--- src/rtl/led_matrix_column_scanner_pkg.sv ---
// Shared definitions for the 5x7 LED matrix column scanner: geometry, FSM state
// encoding and small helpers for picking a column out of a packed frame.
package led_matrix_column_scanner_pkg;

  localparam int NUM_COLS = 5;
  localparam int NUM_ROWS = 7;
  localparam int FRAME_W  = NUM_COLS * NUM_ROWS;
  localparam int COL_W    = 3;

  typedef enum logic [1:0] {
    S_IDLE  = 2'd0,
    S_BLANK = 2'd1,
    S_SHOW  = 2'd2
  } scan_state_e;

  function automatic logic [NUM_COLS-1:0] col_onehot(input logic [COL_W-1:0] col);
    col_onehot = '0;
    for (int c = 0; c < NUM_COLS; c++) begin
      if (col == COL_W'(c)) col_onehot[c] = 1'b1;
    end
  endfunction

  // Column c occupies frame bits [c*NUM_ROWS +: NUM_ROWS], row r at bit c*NUM_ROWS+r.
  function automatic logic [NUM_ROWS-1:0] col_rows(input logic [FRAME_W-1:0] frame,
                                                   input logic [COL_W-1:0]   col);
    col_rows = '0;
    for (int c = 0; c < NUM_COLS; c++) begin
      if (col == COL_W'(c)) col_rows = frame[c*NUM_ROWS +: NUM_ROWS];
    end
  endfunction

endpackage

--- src/rtl/led_matrix_column_scanner_if.sv ---
// Frame transfer channel: a whole packed 5x7 frame moves on frame_valid & frame_ready.
interface led_matrix_column_scanner_if;
  import led_matrix_column_scanner_pkg::*;

  logic [FRAME_W-1:0] frame_data;
  logic               frame_valid;
  logic               frame_ready;

  modport master (output frame_data, output frame_valid, input  frame_ready);
  modport slave  (input  frame_data, input  frame_valid, output frame_ready);

endinterface

--- src/rtl/led_matrix_column_scanner_slot_timer.sv ---
// Per-column slot counter: counts 0..SLOT_CYCLES-1 and flags the end of the blanking
// window and the end of the slot.
module led_matrix_slot_timer #(
  parameter int SLOT_CYCLES  = 50000,
  parameter int BLANK_CYCLES = 500
) (
  input  logic clk,
  input  logic reset,
  input  logic clr,
  input  logic en,
  output logic blank_done,
  output logic slot_done
);

  localparam int CNT_W = $clog2(SLOT_CYCLES);
  localparam logic [CNT_W-1:0] SLOT_LAST  = CNT_W'(SLOT_CYCLES - 1);
  localparam logic [CNT_W-1:0] BLANK_LAST = CNT_W'((BLANK_CYCLES > 0) ? BLANK_CYCLES - 1 : 0);
  localparam bit               HAS_BLANK  = (BLANK_CYCLES != 0);

  logic [CNT_W-1:0] cnt_q, cnt_d;

  assign slot_done  = (cnt_q == SLOT_LAST);
  assign blank_done = HAS_BLANK && (cnt_q == BLANK_LAST);

  always_comb begin
    cnt_d = cnt_q;
    if (clr) begin
      cnt_d = '0;
    end else if (en) begin
      cnt_d = slot_done ? '0 : cnt_q + CNT_W'(1);
    end
  end

  always_ff @(posedge clk) begin
    if (reset) cnt_q <= '0;
    else       cnt_q <= cnt_d;
  end

endmodule

--- src/rtl/led_matrix_column_scanner.sv ---
// Double-buffered 5x7 LED matrix scanner: takes whole frames over a valid/ready channel and
// multiplexes the displayed frame one column per slot, blanking at the start of each slot.
module led_matrix_column_scanner
  import led_matrix_column_scanner_pkg::*;
#(
  parameter int SLOT_CYCLES  = 50000,
  parameter int BLANK_CYCLES = 500,
  parameter bit COL_ACT_LOW  = 1'b1,
  parameter bit ROW_ACT_LOW  = 1'b0
) (
  input  logic                         clk,
  input  logic                         reset,
  input  logic                         enable,
  led_matrix_column_scanner_if.slave   frm,
  output logic [NUM_COLS-1:0]          column_select,
  output logic [NUM_ROWS-1:0]          row_drive,
  output logic                         frame_start
);

  localparam bit                 HAS_BLANK = (BLANK_CYCLES != 0);
  localparam logic [COL_W-1:0]   LAST_COL  = COL_W'(NUM_COLS - 1);
  localparam logic [NUM_COLS-1:0] COL_OFF  = {NUM_COLS{COL_ACT_LOW}};
  localparam logic [NUM_ROWS-1:0] ROW_OFF  = {NUM_ROWS{ROW_ACT_LOW}};

  function automatic logic [NUM_COLS-1:0] drive_cols(input logic [NUM_COLS-1:0] on);
    drive_cols = on ^ COL_OFF;
  endfunction

  function automatic logic [NUM_ROWS-1:0] drive_rows(input logic [NUM_ROWS-1:0] lit);
    drive_rows = lit ^ ROW_OFF;
  endfunction

  scan_state_e         state_q, state_d;
  logic [COL_W-1:0]    col_q, col_d;
  logic [FRAME_W-1:0]  display_q, display_d;
  logic [FRAME_W-1:0]  pending_q, pending_d;
  logic                pending_full_q, pending_full_d;
  logic [NUM_COLS-1:0] col_sel_q, col_sel_d;
  logic [NUM_ROWS-1:0] row_q, row_d;
  logic                frame_start_q, frame_start_d;
  logic                timer_clr, timer_en, blank_done, slot_done, boundary;

  led_matrix_slot_timer #(
    .SLOT_CYCLES  (SLOT_CYCLES),
    .BLANK_CYCLES (BLANK_CYCLES)
  ) u_slot_timer (
    .clk        (clk),
    .reset      (reset),
    .clr        (timer_clr),
    .en         (timer_en),
    .blank_done (blank_done),
    .slot_done  (slot_done)
  );

  // Ready can only be high while the pending buffer is empty, and a swap needs it full,
  // so acceptance and the boundary swap never touch the pending buffer in the same cycle.
  assign frm.frame_ready = ~pending_full_q & ~reset;

  always_comb begin
    state_d        = state_q;
    col_d          = col_q;
    display_d      = display_q;
    pending_d      = pending_q;
    pending_full_d = pending_full_q;
    timer_clr      = 1'b0;
    timer_en       = 1'b0;
    boundary       = 1'b0;

    if (frm.frame_valid && frm.frame_ready) begin
      pending_d      = frm.frame_data;
      pending_full_d = 1'b1;
    end

    if (!enable) begin
      state_d   = S_IDLE;
      col_d     = '0;
      timer_clr = 1'b1;
    end else begin
      case (state_q)
        S_IDLE: begin
          state_d   = HAS_BLANK ? S_BLANK : S_SHOW;
          col_d     = '0;
          timer_clr = 1'b1;
          boundary  = 1'b1;
        end
        S_BLANK: begin
          timer_en = 1'b1;
          if (blank_done) state_d = S_SHOW;
        end
        S_SHOW: begin
          timer_en = 1'b1;
          if (slot_done) begin
            state_d = HAS_BLANK ? S_BLANK : S_SHOW;
            if (col_q == LAST_COL) begin
              col_d    = '0;
              boundary = 1'b1;
            end else begin
              col_d = col_q + COL_W'(1);
            end
          end
        end
        default: begin
          state_d   = S_IDLE;
          col_d     = '0;
          timer_clr = 1'b1;
        end
      endcase
    end

    if (boundary && pending_full_q) begin
      display_d      = pending_q;
      pending_full_d = 1'b0;
    end

    // Outputs follow the next state so they line up with the state they describe.
    col_sel_d     = COL_OFF;
    row_d         = ROW_OFF;
    frame_start_d = 1'b0;
    if (state_d == S_SHOW) begin
      col_sel_d     = drive_cols(col_onehot(col_d));
      row_d         = drive_rows(col_rows(display_d, col_d));
      frame_start_d = (col_d == '0) && !((state_q == S_SHOW) && (col_q == '0));
    end
  end

  always_ff @(posedge clk) begin
    if (reset) begin
      state_q        <= S_IDLE;
      col_q          <= '0;
      display_q      <= '0;
      pending_full_q <= 1'b0;
      col_sel_q      <= COL_OFF;
      row_q          <= ROW_OFF;
      frame_start_q  <= 1'b0;
    end else begin
      state_q        <= state_d;
      col_q          <= col_d;
      display_q      <= display_d;
      pending_full_q <= pending_full_d;
      col_sel_q      <= col_sel_d;
      row_q          <= row_d;
      frame_start_q  <= frame_start_d;
    end
  end

  always_ff @(posedge clk) begin
    pending_q <= pending_d;
  end

  assign column_select = col_sel_q;
  assign row_drive     = row_q;
  assign frame_start   = frame_start_q;

endmodule
--- src/flat_wrapper.sv ---
// flat-port wrapper written by rule: the top's interface ports become plain ports
module led_matrix_column_scanner_flat import led_matrix_column_scanner_pkg::*;
#(
  parameter int SLOT_CYCLES  = 50000,
  parameter int BLANK_CYCLES = 500,
  parameter bit COL_ACT_LOW  = 1'b1,
  parameter bit ROW_ACT_LOW  = 1'b0
)
  (clk, reset, enable, column_select, row_drive, frame_start, frm_frame_data, frm_frame_valid, frm_frame_ready);
  led_matrix_column_scanner_if frm_i ();
  input  logic clk;
  input  logic reset;
  input  logic enable;
  output logic [NUM_COLS-1:0] column_select;
  output logic [NUM_ROWS-1:0] row_drive;
  output logic frame_start;
  input wire logic [$bits(frm_i.frame_data)-1:0] frm_frame_data;
  input wire logic [$bits(frm_i.frame_valid)-1:0] frm_frame_valid;
  output wire logic [$bits(frm_i.frame_ready)-1:0] frm_frame_ready;
  assign frm_i.frame_data = frm_frame_data;
  assign frm_i.frame_valid = frm_frame_valid;
  assign frm_frame_ready = frm_i.frame_ready;
  led_matrix_column_scanner #(.SLOT_CYCLES(SLOT_CYCLES), .BLANK_CYCLES(BLANK_CYCLES), .COL_ACT_LOW(COL_ACT_LOW), .ROW_ACT_LOW(ROW_ACT_LOW)) u_core (.clk(clk), .reset(reset), .enable(enable), .frm(frm_i), .column_select(column_select), .row_drive(row_drive), .frame_start(frame_start));
endmodule
--- config.mk ---
export PLATFORM = sky130hd
export DESIGN_NAME = led_matrix_column_scanner_flat
export DESIGN_NICKNAME = d
export VERILOG_FILES = /design/src/rtl/led_matrix_column_scanner_pkg.sv /design/src/rtl/led_matrix_column_scanner_if.sv /design/src/rtl/led_matrix_column_scanner_slot_timer.sv /design/src/rtl/led_matrix_column_scanner.sv /design/src/flat_wrapper.sv
export SDC_FILE = /design/constraint.sdc
export NUM_CORES = 1
export LEC_CHECK = 0
export CORE_AREA = 2 2 101 103
export CTS_CLUSTER_DIAMETER = 30
export DETAILED_ROUTE_END_ITERATION = 16
export DIE_AREA = 0 0 103 105
export MAX_ROUTING_LAYER = met4
export PLACE_DENSITY = 0.65
export SLEW_MARGIN = 10
export SYNTH_ARGS = -nofsm -noshare
export SYNTH_HDL_FRONTEND = slang
export SYNTH_SLANG_ARGS = --single-unit
--- constraint.sdc ---
create_clock -name clk -period 3.5 [get_ports clk]
set_input_delay 0.525 -clock clk [delete_from_list [all_inputs] [get_ports clk]]
set_output_delay 0.525 -clock clk [all_outputs]
set_load 0.005 [all_outputs]
==> results.sh <==
export IMPL_grt_max_degree=43
export IMPL_yosys_area_share_simple_pct=19.3
export IMPL_placed_area_um2=4920
export IMPL_first_iter_violations=125
export IMPL_critPathMaxStageDelay_ps=490
export IMPL_syn_num_nets=453
export IMPL_clkTransAtPathRegs_ps=110
export IMPL_power_density_nw_per_um2=438
export IMPL_synthFlopType="dfxtp_1"
export IMPL_path_cells="ha_1, or4b_4, nor4_4, nand3b_1, o311a_1, nand2_1, o21ai_4, a221oi_1, a2111oi_1"
export IMPL_r2r_slack_ps=330
export IMPL_ios=53
export IMPL_synthDistinctLibCells=50
export IMPL_routed_wirelength_um=8750
export IMPL_syn_avg_cell_area_um2=10.5
export IMPL_die_x_um=103
export IMPL_gp_congestion=0.781
export IMPL_layout_nets=502
export IMPL_fin_util_pct=53.2
export IMPL_die_y_um=105
export IMPL_syn_inst=407
export IMPL_rows=36
export IMPL_cts_buffers=9
export IMPL_fin_worst_skew_ps=14.7
export IMPL_dp_cells=578
export IMPL_antenna_cells=0
export IMPL_synthMuxAreaShare_pct=4.93
export IMPL_area_delta_synth_final_pct=20.1
export IMPL_async_flop_share_pct=0
export IMPL_htreeDepth=3
export IMPL_synth_edff_count=35
export IMPL_via_per_inst=5.17
export IMPL_crit_path_end_kind="flip-flop"
export IMPL_drc=0
export IMPL_yosysTopAreaCell="dfxtp_1"
export IMPL_met2WireLength_um=4160
export IMPL_criticalPathCategory="reg2reg"
export IMPL_firstDrtPassIters=4
export IMPL_grt_ovfl_total=0
export IMPL_finalCriticalPeriod_ps=3170
export IMPL_slew_headroom_pct=58.1
export IMPL_critPathRequiredTime_ps=3750
export IMPL_rsz0062_at_grt="no"
export IMPL_vias=3069
export IMPL_cts_tree="yes"
export IMPL_peakVddDrop_mv=0.281
export IMPL_synth_seq_area_share_pct=57.5
export IMPL_min_path_type="reg2reg"
export IMPL_grt_total_usage_pct=17.7
export IMPL_cp_arrival_ps=3420
export IMPL_buffer_ports_inserted=52
export IMPL_route_layer_met1_wl_um=3880
export IMPL_dr_wl_met3_um=518
export IMPL_synth_top_family_by_area="simple AND/OR/NAND/NOR gates"
export IMPL_cp_start_kind="flip-flop"
export IMPL_synth_xor_area_share_pct=2.46
export IMPL_clock_fmax_mhz=315
export IMPL_synth_adder_area_share_pct=2.05
export IMPL_status="finished, final reports clean"
export IMPL_antenna_found_initial=0
export IMPL_root_buffer="clkbuf_8"
export IMPL_synth_area_um2=4270
export IMPL_ctsResizeCount=0
export IMPL_hpwl_um=6030
export IMPL_max_cap_violations=0
export IMPL_ys_ff_latch=105
export IMPL_critical_path_peak_fanout=11
export IMPL_routed_top_layer="met4"
export IMPL_worstMarginPinSlew_ps=613
export IMPL_ant_nets=0
export IMPL_grt_pass1_wl_um=14400
export IMPL_finalHoldViolations=0
export IMPL_fin_area_um2=5120
export IMPL_cts_num_sinks=105
export IMPL_layoutNonFillerInstCount=594
export IMPL_slowest_stage="or4b_4"
export IMPL_setup_viol=0
export IMPL_clk_latency_ps=380
export IMPL_slew_viol_final=0
export IMPL_synth_area_leaders="dfxtp_1, edfxtp_1, nand2_1"
export IMPL_finalSetupTns_ps=0
export IMPL_postCtsSetupRepairBufs=0
export IMPL_ys_warnings_count=0
export IMPL_start_util_pct=44.3
export IMPL_dieArea_um2=10800
export IMPL_p_leak_uw=0.00190
export IMPL_ctsHoldBuffers=0
export IMPL_synth_compound_area_share_pct=11.1
export IMPL_fp_coreArea_um2=9640
export IMPL_wl_per_cell_um=14.7
export IMPL_grt_pass1_vias=2951
export IMPL_synth_top_area_share_pct=32.8
export IMPL_fin_crit_sh_pct=90.6
export IMPL_cts_buffer_depth=2
export IMPL_drive_above_1_share_pct=7.38
-- worst max-delay path: cells and delay by family, from the launching register on --
kind / cells / cell delay, ps
AO/OA/AOI/OAI: 4 / 1290
flip-flops: 1 / 380
AND/OR/NAND/NOR: 4 / 1200
adder cells (fa/ha/maj): 1 / 190
-- layer usage --
metal | GRT usage [%] | vias to the layer above
li1 | - | 1531
met3 | 4.28 | 22
met4 | 6.58 | 0
met2 | 27.1 | 92
met1 | 22.7 | 1424
met5 | - | -
-- Yosys cell counts (2+ instances only) --
library cell / number
a2111oi_1: 7
a21oi_1: 30
a21oi_2: 2
a221oi_1: 7
and2_1: 5
and3_1: 6
and4_1: 2
buf_2: 4
clkbuf_1: 14
dfxtp_1: 70
edfxtp_1: 35
ha_1: 7
inv_1: 8
mux2i_1: 21
nand2_1: 66
nand2b_1: 2
nand3_1: 7
nand3b_1: 2
nand4_1: 2
nor2_1: 41
nor2b_1: 7
nor3_1: 11
nor4b_1: 2
o21ai_0: 3
o21ai_1: 7
or3_1: 5
xnor2_1: 3
xor2_1: 9
-- cells by family (layout without fill, tap and decap cells) --
group / Yosys count / count (layout)
AO/OA/AOI/OAI: 66 / 66
XOR/XNOR: 12 / 12
adder cells (fa/ha/maj): 7 / 7
buffers and inverters: 28 / 82
flip-flops: 105 / 105
multiplexers: 21 / 21
AND/OR/NAND/NOR: 168 / 168
-- flip-flops by register name, summed over array words and instances, names as in the netlist --
| name | count |
|---|---|
| u_core.pending_full_q | 1 |
| u_core.state_q | 2 |
| u_core.frame_start | 1 |
| u_core.pending_q | 35 |
| u_core.col_q | 3 |
| u_core.u_slot_timer.cnt_q | 16 |
| u_core.row_drive | 7 |
| u_core.display_q | 35 |
| u_core.column_select | 5 |
-- where the power goes --
group          internal (uW)  switching [uW]
clock network            347             449
logic                   69.7            72.3
registers               1290            12.2
-- layout make-up --
| class | count | area (um2) |
|---|---|---|
| clock buffers | 9 | 124 |
| clock inverters | 7 | 85.1 |
| fillers | 880 | 4510 |
| inverters | 8 | 30.0 |
| multi-input cells | 274 | 1700 |
| flip-flops and latches | 105 | 2450 |
| well taps | 133 | 166 |
| repair buffers | 58 | 566 |
-- metrics by stage --
| step | hold slack (ps) | setup WS (ps) | power (uW) |
|---|---|---|---|
| after floorplan | 426 | 534 | 1410 |
| after global placement | 438 | 501 | 1470 |
| after detailed placement | 456 | 368 | 1480 |
| after CTS | 477 | 317 | 2260 |
| after global routing | 495 | 90.6 | 2330 |
| final | 472 | 328 | 2250 |
-- path summary, 6_finish.rpt --
check                                    start              endpoint  cells after the start
setup / recovery  u_core.u_slot_timer.cnt_q[0]   u_core.row_drive[4]                      9
hold / removal            u_core.display_q[20]  u_core.display_q[20]                      2
setup reg to reg  u_core.u_slot_timer.cnt_q[0]   u_core.row_drive[4]                      9
hold reg to reg           u_core.display_q[20]  u_core.display_q[20]                      2
-- layout by cell type (no fill, tap or decap), types with 6 or more instances in the layout --
master            n
dfxtp_1          70
nand2_1          66
clkdlybuf4s50_1  52
nor2_1           41
edfxtp_1         35
a21oi_1          30
mux2i_1          21
nor3_1           11
xor2_1            9
clkbuf_8          9
inv_1             8
nor2b_1           7
nand3_1           7
o21ai_1           7
a221oi_1          7
a2111oi_1         7
ha_1              7
and3_1            6
buf_4             6
Note: power is estimated with default switching activity, not from simulation.
